--- config.mk ---
export PLATFORM = sky130hd
export DESIGN_NAME = vigenere_stream
export DESIGN_NICKNAME = d
export VERILOG_FILES = /design/src/rtl/vigenere_pkg.sv /design/src/rtl/vig_key_sched.sv /design/src/rtl/vigenere_stream.sv
export SDC_FILE = /design/constraint.sdc
export NUM_CORES = 1
export LEC_CHECK = 0
export BUFFER_PORTS_ARGS = -buffer_cell sky130_fd_sc_hd__buf_2
export CORE_UTILIZATION = 55
export DETAILED_ROUTE_END_ITERATION = 7
export GPL_TIMING_DRIVEN = 0
export PLACE_DENSITY_LB_ADDON = 0.1
export SLEW_MARGIN = 5
export SYNTH_ARGS = -nofsm -noshare
export SYNTH_HDL_FRONTEND = slang
export SYNTH_SLANG_ARGS = --single-unit
--- constraint.sdc ---
create_clock -name clk -period 4.9 [get_ports clk]
set_input_delay 0.98 -clock clk [delete_from_list [all_inputs] [get_ports clk]]
set_output_delay 0.98 -clock clk [all_outputs]
set_load 0.02 [all_outputs]
--- src/rtl/vigenere_pkg.sv ---
// Shared types, constants and letter helpers for the streaming Vigenere cipher.
// Helpers are combinational; they are only referenced when VIGENERE_ALPHA_EN is defined.
package vigenere_pkg;

    typedef enum logic {
        MODE_ENC = 1'b0,
        MODE_DEC = 1'b1
    } mode_e;

    typedef enum logic {
        ST_IDLE = 1'b0,
        ST_RUN  = 1'b1
    } state_e;

    localparam int         ALPHA_N  = 26;
    localparam logic [7:0] ASCII_UA = 8'h41;
    localparam logic [7:0] ASCII_LA = 8'h61;

    function automatic logic is_upper(input logic [7:0] c);
        return (c >= ASCII_UA) && (c < ASCII_UA + 8'(ALPHA_N));
    endfunction

    function automatic logic is_lower(input logic [7:0] c);
        return (c >= ASCII_LA) && (c < ASCII_LA + 8'(ALPHA_N));
    endfunction

    function automatic logic is_letter(input logic [7:0] c);
        return is_upper(c) || is_lower(c);
    endfunction

    // Rotate a letter by s (0..25) within its own case; decrypt adds 26-s to stay non-negative.
    function automatic logic [7:0] alpha_shift(input logic [7:0] c, input logic [4:0] s,
                                               input logic dec);
        logic [7:0] base;
        logic [7:0] off;
        logic [7:0] r;
        base = is_upper(c) ? ASCII_UA : ASCII_LA;
        off  = c - base;
        r    = dec ? (off + 8'(ALPHA_N) - {3'b000, s}) : (off + {3'b000, s});
        if (r >= 8'(ALPHA_N)) begin
            r = r - 8'(ALPHA_N);
        end
        return base + r;
    endfunction

endpackage

--- src/rtl/vig_key_sched.sv ---
// Key storage and repeating key index; key_sym is the key symbol for the symbol now offered.
// Latency: key_sym is combinational from sop/key_idx; index updates on the accepting edge.
// Backpressure: none of its own; it only moves when the top signals an accepted symbol.
module vig_key_sched
    import vigenere_pkg::*;
#(
    parameter int D_WIDTH     = 8,
    parameter int MAX_KEY_LEN = 16,
    parameter int KL_W        = $clog2(MAX_KEY_LEN + 1)
) (
    input  logic                           clk,
    input  logic                           reset_n,
    input  logic                           load,
    input  logic [MAX_KEY_LEN*D_WIDTH-1:0] key_in,
    input  logic [KL_W-1:0]                key_len,
    input  logic                           step,
    input  logic                           advance,
    input  logic                           sop,
    output logic [D_WIDTH-1:0]             key_sym
);

    logic [MAX_KEY_LEN*D_WIDTH-1:0] key_q;
    logic [KL_W-1:0]                len_q;
    logic [KL_W-1:0]                key_idx;
    logic [KL_W-1:0]                k;
    logic [KL_W-1:0]                k_inc;
    logic [KL_W-1:0]                k_next;

    assign k       = sop ? '0 : key_idx;
    assign k_inc   = k + KL_W'(1);
    assign k_next  = (k_inc == len_q) ? '0 : k_inc;
    assign key_sym = key_q[k*D_WIDTH +: D_WIDTH];

    always_ff @(posedge clk or negedge reset_n) begin
        if (!reset_n) begin
            key_q   <= '0;
            len_q   <= '0;
            key_idx <= '0;
        end else if (load) begin
            key_q   <= key_in;
            len_q   <= key_len;
            key_idx <= '0;
        end else if (step) begin
            // A skipped symbol carrying sop still restarts the key for the next letter.
            if (advance) begin
                key_idx <= k_next;
            end else if (sop) begin
                key_idx <= '0;
            end
        end
    end

endmodule

--- src/rtl/vigenere_stream.sv ---
// Streaming Vigenere cipher (byte add/subtract; letters-only rotate-26 when VIGENERE_ALPHA_EN).
// Latency: 1 cycle, registered output, one symbol per cycle sustained.
// Backpressure: in_ready drops when the output register is full and out_ready is low, or on key_load.
module vigenere_stream
    import vigenere_pkg::*;
#(
    parameter int D_WIDTH     = 8,
    parameter int MAX_KEY_LEN = 16,
    parameter int KL_W        = $clog2(MAX_KEY_LEN + 1)
) (
    input  logic                           clk,
    input  logic                           reset_n,
    input  logic                           key_load,
    input  logic [MAX_KEY_LEN*D_WIDTH-1:0] key_in,
    input  logic [KL_W-1:0]                key_len,
    input  logic                           mode,
    output logic                           key_valid,
    output logic                           key_err,
    input  logic                           in_valid,
    output logic                           in_ready,
    input  logic                           in_sop,
    input  logic [D_WIDTH-1:0]             in_data,
    output logic                           out_valid,
    input  logic                           out_ready,
    output logic [D_WIDTH-1:0]             out_data
);

    state_e             state;
    mode_e              mode_q;
    logic               key_ok;
    logic               accept;
    logic               advance;
    logic [D_WIDTH-1:0] key_sym;
    logic [D_WIDTH-1:0] result;

    assign in_ready = (state == ST_RUN) && !key_load && (!out_valid || out_ready);
    assign accept   = in_valid && in_ready;

    always_comb begin
        key_ok = (key_len != '0) && (int'(key_len) <= MAX_KEY_LEN);
`ifdef VIGENERE_ALPHA_EN
        for (int i = 0; i < MAX_KEY_LEN; i++) begin
            if ((i < int'(key_len)) && !is_letter(key_in[i*D_WIDTH +: 8])) begin
                key_ok = 1'b0;
            end
        end
`endif
    end

    vig_key_sched #(
        .D_WIDTH     (D_WIDTH),
        .MAX_KEY_LEN (MAX_KEY_LEN),
        .KL_W        (KL_W)
    ) u_key_sched (
        .clk     (clk),
        .reset_n (reset_n),
        .load    (key_load && key_ok),
        .key_in  (key_in),
        .key_len (key_len),
        .step    (accept),
        .advance (advance),
        .sop     (in_sop),
        .key_sym (key_sym)
    );

`ifdef VIGENERE_ALPHA_EN
    logic [4:0] shift;

    // Key letters map A/a..Z/z to shifts 0..25 through their low five bits.
    always_comb begin
        shift   = key_sym[4:0] - 5'd1;
        result  = is_letter(in_data) ? alpha_shift(in_data, shift, mode_q == MODE_DEC) : in_data;
        advance = accept && is_letter(in_data);
    end
`else
    always_comb begin
        result  = (mode_q == MODE_DEC) ? (in_data - key_sym) : (in_data + key_sym);
        advance = accept;
    end
`endif

    always_ff @(posedge clk or negedge reset_n) begin
        if (!reset_n) begin
            state     <= ST_IDLE;
            mode_q    <= MODE_ENC;
            key_valid <= 1'b0;
            key_err   <= 1'b0;
            out_valid <= 1'b0;
            out_data  <= '0;
        end else begin
            if (key_load) begin
                if (key_ok) begin
                    state     <= ST_RUN;
                    mode_q    <= mode ? MODE_DEC : MODE_ENC;
                    key_valid <= 1'b1;
                    key_err   <= 1'b0;
                end else begin
                    state     <= ST_IDLE;
                    key_valid <= 1'b0;
                    key_err   <= 1'b1;
                end
            end
            if (accept) begin
                out_valid <= 1'b1;
                out_data  <= result;
            end else if (out_ready) begin
                out_valid <= 1'b0;
            end
        end
    end

endmodule

# ---- Word level (Yosys, flattened, before mapping)
# Cells that the tools add are included.
dict set report word_totals {
  register_bits 150
  input_bits 148
  output_inout_bits 12
  wordCells 36
}
dict set report classes {
  add_sub_neg 3
  n_lt_le_gt_ge 1
  n_eq_ne 1
  shifts 1
  muxes 10
  n_reduce_logical 12
}
# operator n
set ops {}
lappend ops {{$shiftx 128x9->8} 1}
lappend ops {{$mux 5} 4}
lappend ops {{$add 8x8->8} 1}
lappend ops {{$mux 8} 1}
lappend ops {{$sub 8x8->8} 1}
lappend ops {{$add 5x1->5 const B} 1}
lappend ops {{$eq 5x5->1} 1}
lappend ops {{$le 5x5->1 const B} 1}
lappend ops {{$logic_and 1x1->1} 5}
lappend ops {{$mux 1} 5}
lappend ops {{$reduce_bool 5->1} 1}
lappend ops {{$reduce_bool 2->1} 2}
lappend ops {{$logic_not 1->1} 2}
lappend ops {{$reduce_and 2->1} 1}
lappend ops {{$logic_or 1x1->1} 1}

# ---- Longest topological paths before layout
# Gate-level depths: netlist of run 1.
dict set report logic_depth {
  ltp_word 6
  ltp_mapped 20
}

# ---- Cells and area by module
# Synthesis of run 1 repeated with hierarchy kept, for this count alone.
dict set report hier_totals {
  cells_unflattened 556
  hier_area_um2 7374.6
}
# mod n_inst cells_each area_per_inst_um2 seq_area_each_um2
set modules_own_cells {}
lappend modules_own_cells {vig_key_sched 1 455 6453.7 3453.3}
lappend modules_own_cells {vigenere_stream 1 101 920.9 300.3}

# ---- Least setup slack after synthesis of run 1
# OpenSTA, ideal clock, no wires.
dict set report synth_timing {
  path_type {input to register}
  start {input in_sop}
  end {register out_data[7]}
  setup_ns 0.131
  t_arrival_ns 4.191
  setup_slack_ns 0.578
  path_stages 17
  path_buffers 1
  path_cell_list {nand2b_2 > buf_6 > inv_4 > mux4_2 > mux2i_1 > a221oi_2 > inv_1 > ha_1 > mux2i_1 > ha_1 > nor2b_1 > o21ai_0 > a21oi_1 > o41ai_1 > xnor3_1 > xor2_1 > o21ai_1}
}
dict set report synth_via {
  elab_chain_cells 4
  elab_cells_between_ends 5
  classes_between {add/sub (2); shift (1); mux (2)}
}
# element line
set synth_rtl {}
lappend synth_rtl {{start, declared} vigenere_stream.sv:21} ;# input logic in_sop,
lappend synth_rtl {{$mux 5 *} vig_key_sched.sv:29} ;# assign k = sop ? '0 : key_idx;
lappend synth_rtl {{$shiftx 128x9->8 *} vig_key_sched.sv:32} ;# assign key_sym = key_q[k*D_WIDTH +: D_WIDTH];
lappend synth_rtl {{$add 8x8->8 / $sub 8x8->8 (equally long branches)} vigenere_stream.sv:77} ;# result = (mode_q == MODE_DEC) ? (in_data - key_sym) : (in_data + key_sym);
lappend synth_rtl {{$mux 8 *} vigenere_stream.sv:77}
lappend synth_rtl {{end signal, assigned} vigenere_stream.sv:105} ;# out_data <= result;
lappend synth_rtl {{end, declared} vigenere_stream.sv:25} ;# output logic [D_WIDTH-1:0] out_data
# Every way passes the cells marked *; elsewhere a longest branch is shown, timed or not.
# A chain may end at the register's enable or synchronous reset.

# ---- Worst setup path in the final report of run 1
# Ends and elaborated chain as after synthesis.

==> flow_metrics.tcl, run 1 <==
set metrics [dict create \
    status "completed" \
    place_inst 882 \
    dieArea_um2 13980 \
    finalWirelength_um 18660 \
    wl_per_cell_um 20.41 \
    drt_pass1_iterations 5 \
    fin_skew_ps 7.210 \
    drv_cap 0 \
    critical-path-slowest-cell "mux4_2" \
    crit_arrival_ps 4820 \
    min-delay-start "out_data[6]" \
    clockPowerShare_pct 35.4 \
    regArea_um2 3754 \
    intPower_uw 2876 \
    crit_chain "buf_2, nand2b_2, buf_6, inv_4, mux4_2, mux2i_1, a221oi_2, inv_1, ha_1, mux2i_1, ha_1, nor2b_1, o21ai_0, a21oi_1, o41ai_1, xnor3_1, xor2_1, o21ai_1" \
    area_growth_pct 22.80 \
    fin_crit_sh_pct 92.45 \
    p_leak_uw 0.004140 \
    ant_nets 0 \
    post-route-util_pct 69.18 \
    io_buffers 159 \
    p_total_uw 3941 \
    drc_errors 0 \
    final_nets 883 \
    period_needed_ps 4530 \
    syn_inst 546 \
    synth-edff-count 0 \
    antenna_found_initial 1 \
    mostFrequentLayoutCell "buf_2" \
    r2r-start "u_key_sched.key_idx[0]" \
    multi_input_area_um2 3403 \
    critical_path_buf_inv_count 4 \
    cts_tree "yes" \
    critPathMaxStageDelay_ps 510 \
    combPwrFrac_pct 24.5 \
    gp_congestion 0.8447 \
    grt_max_degree 83 \
    grt-ovfl-total 0 \
    cpLargestDelayFamily "multiplexers" \
    fin_setup_tns_ps 0 \
    synth_fp_nets 704 \
    finalMaxSlewViolations 0 \
    cts_inserted_buffers 17 \
    swShare_pct 27.02 \
    path_class "input pin to flop" \
    yosysUniqueCellTypes 66 \
    avgSynthCellArea_um2 13.61 \
    vias_per_cell 5.742 \
    tightest_slew_ps 778.0 \
    antenna_cells 0 \
    min_path_type "flop to flop" \
    clk_latency_ps 420 \
    netlist_area_um2 7431 \
    drt_iter0_drc 385 \
    max_clock_freq_mhz 220.7 \
    hpwl_um 13600 \
    worst-path-max-fanout 7 \
    vdd_drop_max_mv 0.2447 \
    initial_core_util_pct 56.34 \
    endpoint_kind "flop" \
    die_h_um 118.2 \
    total_switching_power_uw 1065 \
    cts-htree-levels 4 \
    synth_ff_type "dfrtp_1" \
    cts_root_buf "clkbuf_16" \
    rsz0062_at_grt "false" \
    worstSetupStartpoint "in_sop" \
    synth_warnings 0 \
    nFillCells 957 \
    grt_pass1_vias 5712 \
    crit_required_ps 5190 \
    instances_no_fill 914 \
    design_area_um2 9125 \
    mostFrequentLayoutCells "buf_2, dfrtp_1, mux2_2" \
    die_w_um 118.2 \
    core_um2 13190 \
    setup_viol_count_final 0 \
    async_reset_ff_share_pct 100.0 \
    relSlewSlack_pct 48.13 \
    grt_pass1_wl_um 30220 \
    ys_seq_elements 150 \
    placementRows 42 \
    hold_viol_final 0 \
    drive_above_1_share_pct 51.63 \
    p_seq_share_pct 40.2 \
    powerDensity_nw_per_um2 431.9 \
    vias 5248 \
    clockBufferDepth 2 \
    ys_seq_area_share_pct 50.51 \
    cts_setup_buffers 0 \
    clk_transition_reported_paths_ps 60 \
    ios 160 \
    grt_use_total_pct 29.10 \
    start_kind "input pin" \
    cts_sinks 150 \
    placed_area_um2 8481 \
]
metrics by stage:
stage / worst slack, ps / hold slack [ps]
detailed placement: -178.9 / 466.0
global route: 61.53 / 501.1
floorplan: 577.7 / 470.4
CTS: 258.3 / 479.5
finish: 369.9 / 473.5
global placement: -124.0 / 457.3
cell type report:
cell class                 instances  share of cell area [%]
clock inverter                     8                   1.577
multi-input combinational        350                   37.30
tap                              176                   2.413
inverter                          10                  0.4388
clock buffer                      24                   5.389
sequential                       150                   41.14
buffer                            36                   2.660
timing repair buffer             160                   9.091
tightest hold or removal path, stage by stage, from the launching register on:
cell	delay, ps
dfrtp_1	340
nand2_1	40
o21ai_0	60
power groups by stage:
stage	sequential, µW	clock [µW]	combinational (µW)
after floorplan	1600	0	648
after global placement	1580	0	935
after detailed placement	1600	0	961
after CTS	1580	1410	968
after global routing	1610	1460	1050
final	1580	1390	965
layer usage:
| metal | up-vias | track usage (%) | routed length, µm |
|---|---|---|---|
| li1 | 2362 | - | - |
| met4 | 0 | 11.86 | 459 |
| met1 | 2632 | 37.27 | 7713 |
| met2 | 219 | 48.13 | 9142 |
| met3 | 35 | 6.226 | 1342 |
| met5 | - | 0 | 0 |
what timing repair did:
action / 4_1_cts / 5_1_grt
gates resized for setup: 0 / 1
endpoints found under the setup margin: 0 / 1
hold buffers: 0 / 0
registers in the layout, summed over array words and instances (netlist names):
| register | cells |
|---|---|
| u_key_sched.key_q | 128 |
| out_data | 8 |
| u_key_sched.key_idx | 5 |
| u_key_sched.len_q | 5 |
| state | 1 |
| mode_q | 1 |
| key_err | 1 |
| out_valid | 1 |
cells by family after synthesis:
family          after synthesis  share of synthesized area [%]
compound gates               76                          7.763
simple gates                 71                          5.035
fa+ha+maj                    10                          1.785
buf+inv                      46                          3.805
flops                       150                          50.51
xor+xnor                     21                          2.660
mux                         172                          28.44
worst paths after layout:
kind	to	slack (ps)	cells past startpoint
max	out_data[7]	370	18
max reg2reg	out_data[7]	610	18
min in group asynchronous	u_key_sched.key_q[101]	560	1
min	out_data[6]	470	2
max in group asynchronous	u_key_sched.key_q[114]	3520	2
min reg2reg	out_data[6]	470	2
Yosys cell counts (all sizes together), types with 4 or more instances:
library cell  number  share of area, %
mux2i             15               2.0
o21ai             13              0.88
inv               10              0.54
nor3               6              0.47
a31oi              5              0.42
clkbuf             6              0.30
xnor2             12               1.4
a21oi             10              0.72
xor2               8              0.94
dfrtp            150                51
a22oi              4              0.40
ha                 9               1.5
mux2             141                21
nand2b             8              0.71
nor2b              6              0.51
a32o               5              0.67
buf               30               3.0
mux4              16               5.0
a211oi             8              0.81
nor2              17              0.86
nand2             18              0.91
Power figures use the tool's default switching activity.
==> inputs of run 2 (changes only) <==
--- a/config.mk
+++ b/config.mk
@@ -9,7 +9,7 @@
 export CORE_UTILIZATION = 55
 export DETAILED_ROUTE_END_ITERATION = 7
 export GPL_TIMING_DRIVEN = 0
-export PLACE_DENSITY_LB_ADDON = 0.1
+export PLACE_DENSITY = 0.81
 export SLEW_MARGIN = 5
 export SYNTH_ARGS = -nofsm -noshare
 export SYNTH_HDL_FRONTEND = slang
==> run 2 against run 1 <==
Global-route usage grew 0.71 points. Combinational power increased by 2.9%. Final cell count is the same. Wire length rose by 4.5%. Largest power group unchanged. Register-to-register slack worse by 120 ps. Non-clock buffer count unchanged. Via count rose by 3.1%.
==> flow_metrics.tcl, run 2 (synthesis gave the netlist of run 1 again) <==
set metrics [dict create \
    placementRows 42 \
    final_nets 883 \
    mostFrequentLayoutCells "buf_2, dfrtp_1, mux2_2" \
    max_clock_freq_mhz 215.2 \
    r2r_end "out_data[7]" \
    design_area_um2 9134 \
    finalMaxSlewViolations 0 \
    drt_iter0_drc 376 \
    finalWirelength_um 19490 \
    critical-path-slowest-cell "mux4_2" \
    top_regs "u_key_sched.key_q: 128 flops, out_data: 8 flops" \
    cts_setup_buffers 0 \
    vias_per_cell 5.919 \
    powerDensity_nw_per_um2 436.0 \
    min_path_type "flop to flop" \
    r2r_cells 18 \
    status "completed" \
    relSlewSlack_pct 53.24 \
    instances_no_fill 914 \
    placed_area_um2 8481 \
    mostFrequentLayoutCell "buf_2" \
    grt_pass1_wl_um 30950 \
    grt_use_total_pct 29.80 \
    hpwl_um 14220 \
    min_to "key_err" \
    period_needed_ps 4648 \
    dieArea_um2 13980 \
    largest_reg_flops 128 \
    fin_skew_ps 5.332 \
    cts_tree "yes" \
    drive_above_1_share_pct 51.76 \
    cts_inserted_buffers 17 \
    antenna_found_initial 0 \
    setup_viol_count_final 0 \
    die_w_um 118.2 \
    io_buffers 159 \
    ios 160 \
    tightest_slew_ps 701.4 \
    path_class "input pin to flop" \
    whs_ps 479.0 \
    area_growth_pct 22.92 \
    clk_transition_reported_paths_ps 60 \
    r2r-start "u_key_sched.key_idx[0]" \
    cts-htree-levels 4 \
    grt-ovfl-total 0 \
    grt_max_degree 97 \
    vias 5410 \
    post-route-util_pct 69.25 \
    initial_core_util_pct 56.34 \
    place_inst 882 \
    drc_errors 0 \
    min-delay-start "key_err" \
    rsz0062_at_grt "false" \
    crit_arrival_ps 4940 \
    hold_depth 1 \
    crit_required_ps 5190 \
    gp_congestion 0.9021 \
    drt_pass1_iterations 7 \
    cts_sinks 150 \
    core_um2 13190 \
    die_h_um 118.2 \
    r2r_slack_ps 490 \
    grt_pass1_vias 5903 \
    antenna_cells 0 \
    endpoint_kind "flop" \
    fin_crit_sh_pct 94.86 \
    vdd_drop_max_mv 0.2983 \
    clockBufferDepth 2 \
    p_leak_uw 0.004142 \
    cts-hold-fix-buffers 0 \
    crit_chain "buf_2, nand2b_2, buf_6, inv_4, mux4_2, mux2i_1, a221oi_2, inv_1, ha_1, mux2i_1, ha_1, nor2b_1, o21ai_0, a21oi_1, o41ai_1, xnor3_1, xor2_1, o21ai_1" \
    regMostFlops "u_key_sched.key_q" \
    critPathMaxStageDelay_ps 540 \
    start_kind "input pin" \
    worst-path-max-fanout 7 \
    hold_viol_final 0 \
    wl_per_cell_um 21.32 \
    clk_latency_ps 420 \
    ant_nets 0 \
    drv_cap 0 \
    cts_root_buf "clkbuf_16" \
]
run 2: changes by cell type in the layout (fill, tap and decap cells not counted):
cell        before  now
clkbuf_1         9    8
clkbuf_8         4    5
clkinv_4         1    0
clkinvlp_4       0    1
run 2: layer usage:
| metal | global-route usage, % | part of all wire [%] | vias up |
|---|---|---|---|
| met5 | 0 | 0 | - |
| met4 | 12.50 | 3.0 | 0 |
| met3 | 8.349 | 7.9 | 49 |
| met2 | 50.51 | 51 | 256 |
| met1 | 35.64 | 39 | 2737 |
| li1 | - | - | 2368 |
run 2: power breakdown:
| part | switching (µW) | internal (µW) |
|---|---|---|
| clock network | 487 | 917 |
| registers | 120 | 1470 |
| logic | 485 | 508 |
run 2: metrics by stage:
stage | TNS (ps) | total power (µW) | setup slack [ps]
final | 0 | 3983 | 252.1
after global routing | 0 | 4152 | 142.9
after CTS | 0 | 3988 | 239.5
after detailed placement | -204.0 | 2580 | -204.0
after global placement | -41.63 | 2510 | -41.63
after floorplan | 0 | 2251 | 577.7
run 2: how the worst max path moves through the flow:
stage,startpoint,end,cells past startpoint
after global placement,in_sop,out_data[7],17
final,in_sop,out_data[7],18
after global routing,in_sop,out_data[7],18
after detailed placement,in_sop,out_data[7],17
after floorplan,in_sop,out_data[7],17
after CTS,in_sop,out_data[7],17
run 2: what timing repair did:
| item | CTS | global route |
|---|---|---|
| gates resized for setup | 0 | 1 |
| setup endpoints to repair | 0 | 1 |
| endpoints found under the hold margin | 0 | 0 |
run 2: final cells by class:
| type | count | area, µm² |
|---|---|---|
| flip-flops and latches | 150 | 3754 |
| plain buffers | 36 | 242.7 |
| multi-input cells | 350 | 3403 |
| fillers | 942 | 4056 |
| clock buffers | 24 | 501.7 |
| inverters | 10 | 40.04 |
| repair buffers | 160 | 829.5 |
| well taps | 176 | 220.2 |
| clock inverters | 8 | 142.6 |
run 2: critical path, delay by kind of cell:
family | cells | cell delay [ps]
mux | 3 | 1090
compound gates | 5 | 970
simple gates | 2 | 290
fa+ha+maj | 2 | 520
xor+xnor | 2 | 580
buf+inv | 4 | 470
==> inputs of run 3 (changes only) <==
--- a/config.mk
+++ b/config.mk
@@ -6,6 +6,7 @@
 export NUM_CORES = 1
 export LEC_CHECK = 0
 export BUFFER_PORTS_ARGS = -buffer_cell sky130_fd_sc_hd__buf_2
+export CORE_ASPECT_RATIO = 0.6
 export CORE_UTILIZATION = 55
 export DETAILED_ROUTE_END_ITERATION = 7
 export GPL_TIMING_DRIVEN = 0
==> run 3 against run 2 <==
The run now ends with design-rule violations left. Via count grew 0.48%. Power decreased by 3.9%. Worst hold slack got worse by 5.8 ps. Design area is 1.1% lower. Count of clock-buffer cells in the layout down 6. Largest cell class unchanged. Highest routed layer unchanged.
==> flow_metrics.tcl, run 3 (synthesis gave the netlist of run 1 again) <==
set metrics [dict create \
    vias 5436 \
    cts_tree "yes" \
    io_buffers 159 \
    max_clock_freq_mhz 219.8 \
    core_um2 13010 \
    ios 160 \
    wl_per_cell_um 22.19 \
    mostFrequentLayoutCell "buf_2" \
    crit_arrival_ps 4850 \
    r2r_cells 18 \
    finalMaxSlewViolations 0 \
    initial_core_util_pct 57.11 \
    grt_max_degree 94 \
    mostFrequentLayoutCells "buf_2, dfrtp_1, mux2_2" \
    grt_use_total_pct 31.02 \
    drv_cap 0 \
    largest_reg_flops 128 \
    powerDensity_nw_per_um2 423.3 \
    grt-ovfl-total 0 \
    cts_root_buf "clkbuf_16" \
    violations "design-rule violations" \
    drc_errors 21 \
    nFillCells 908 \
    grt_pass1_vias 5783 \
    antenna_found_initial 0 \
    relSlewSlack_pct 45.04 \
    fin_skew_ps 6.807 \
    place_inst 876 \
    endpoint_kind "flop" \
    post-route-util_pct 69.45 \
    hold_depth 1 \
    min_path_type "flop to flop" \
    cts_inserted_buffers 17 \
    top_regs "u_key_sched.key_q: 128 flops, out_data: 8 flops" \
    cts_sinks 150 \
    dieArea_um2 13990 \
    hpwl_um 14860 \
    tightest_slew_ps 824.4 \
    rsz0062_at_grt "false" \
    regMostFlops "u_key_sched.key_q" \
    clockBufferDepth 2 \
    placementRows 32 \
    drt_iter0_drc 421 \
    clk_latency_ps 430 \
    p_leak_uw 0.004094 \
    worst-path-max-fanout 10 \
    ant_nets 0 \
    area_growth_pct 21.62 \
    status "complete, but fails checks" \
    fin_crit_sh_pct 92.83 \
    p_total_uw 3826 \
    final_nets 883 \
    grt_pass1_wl_um 31620 \
    crit_required_ps 5200 \
    finalWirelength_um 20140 \
    die_w_um 152.1 \
    instances_no_fill 908 \
    drive_above_1_share_pct 52.03 \
    cts-htree-levels 4 \
    drt_pass1_iterations 7 \
    path_class "input pin to flop" \
    period_needed_ps 4549 \
    antenna_cells 0 \
    vdd_drop_max_mv 0.2946 \
    start_kind "input pin" \
    die_h_um 92.04 \
    setup_viol_count_final 0 \
    gp_congestion 0.9699 \
    vias_per_cell 5.987 \
    cts_setup_buffers 0 \
    clk_transition_reported_paths_ps 60 \
    hold_viol_final 0 \
    cts-hold-fix-buffers 0 \
]
==> run 3: final cells by class <==
type	instances	area [µm²]	area share (%)
Sequential cell	150	3754	41.53
Multi-Input combinational cell	350	3403	37.66
Timing Repair Buffer	160	829.5	9.179
Clock buffer	18	439.2	4.859
Buffer	36	242.7	2.686
Tap cell	170	212.7	2.354
Clock inverter	14	116.4	1.288
Inverter	10	40.04	0.4430
==> run 3: through the flow <==
stage               hold WS [ps]  cell area [µm²]  setup WS (ps)  TNS (ps)
CTS                        479.5             9029          277.2         0
detailed placement         465.3             8473         -114.9    -114.9
global placement           456.8             8439         -74.72    -74.72
floorplan                  470.4             7431          577.7         0
global route               502.7             9037          53.37         0
finish                     473.2             9037          351.3         0
==> run 3: worst max-delay path, cell delays in order <==
cell and delay, ps:
buf_2 120, buf_2 210, o21ba_2 340, nor2_1 60, o31a_1 300, nor4_4 410, inv_1 80, ha_1 270
mux2i_1 290, ha_1 300, nor2b_1 130, o21ai_0 230, a21oi_1 140, o41ai_1 350, xnor3_1 400, xor2_1 170
o21ai_1 70
==> run 3: final timing paths <==
kind                                   startpoint                     to  slack, ps
max                                        in_sop            out_data[7]        350
min                                       key_err                key_err        470
max reg2reg                u_key_sched.key_idx[0]            out_data[7]        420
min reg2reg                               key_err                key_err        470
max in group asynchronous                 reset_n  u_key_sched.key_q[99]       3530
min in group asynchronous                 reset_n  u_key_sched.key_q[44]        520
==> run 3: metal layers <==
| layer | share of wire (%) | track usage [%] | vias up | wire length, µm |
|---|---|---|---|---|
| li1 | - | - | 2367 | - |
| met1 | 44 | 43.51 | 2725 | 8963 |
| met2 | 43 | 45.02 | 287 | 8629 |
| met3 | 10 | 9.357 | 57 | 2040 |
| met4 | 2.5 | 13.01 | 0 | 509 |
| met5 | 0 | 0 | - | 0 |
==> run 3: power breakdown <==
part	switching, µW	internal [µW]
combinational	479	506
clock	578	675
sequential	124	1460
total	1180	2640
==> run 3: timing repair <==
action	CTS	global route
setup endpoints to repair	0	1
resized for setup	0	1
hold endpoints to repair	0	0
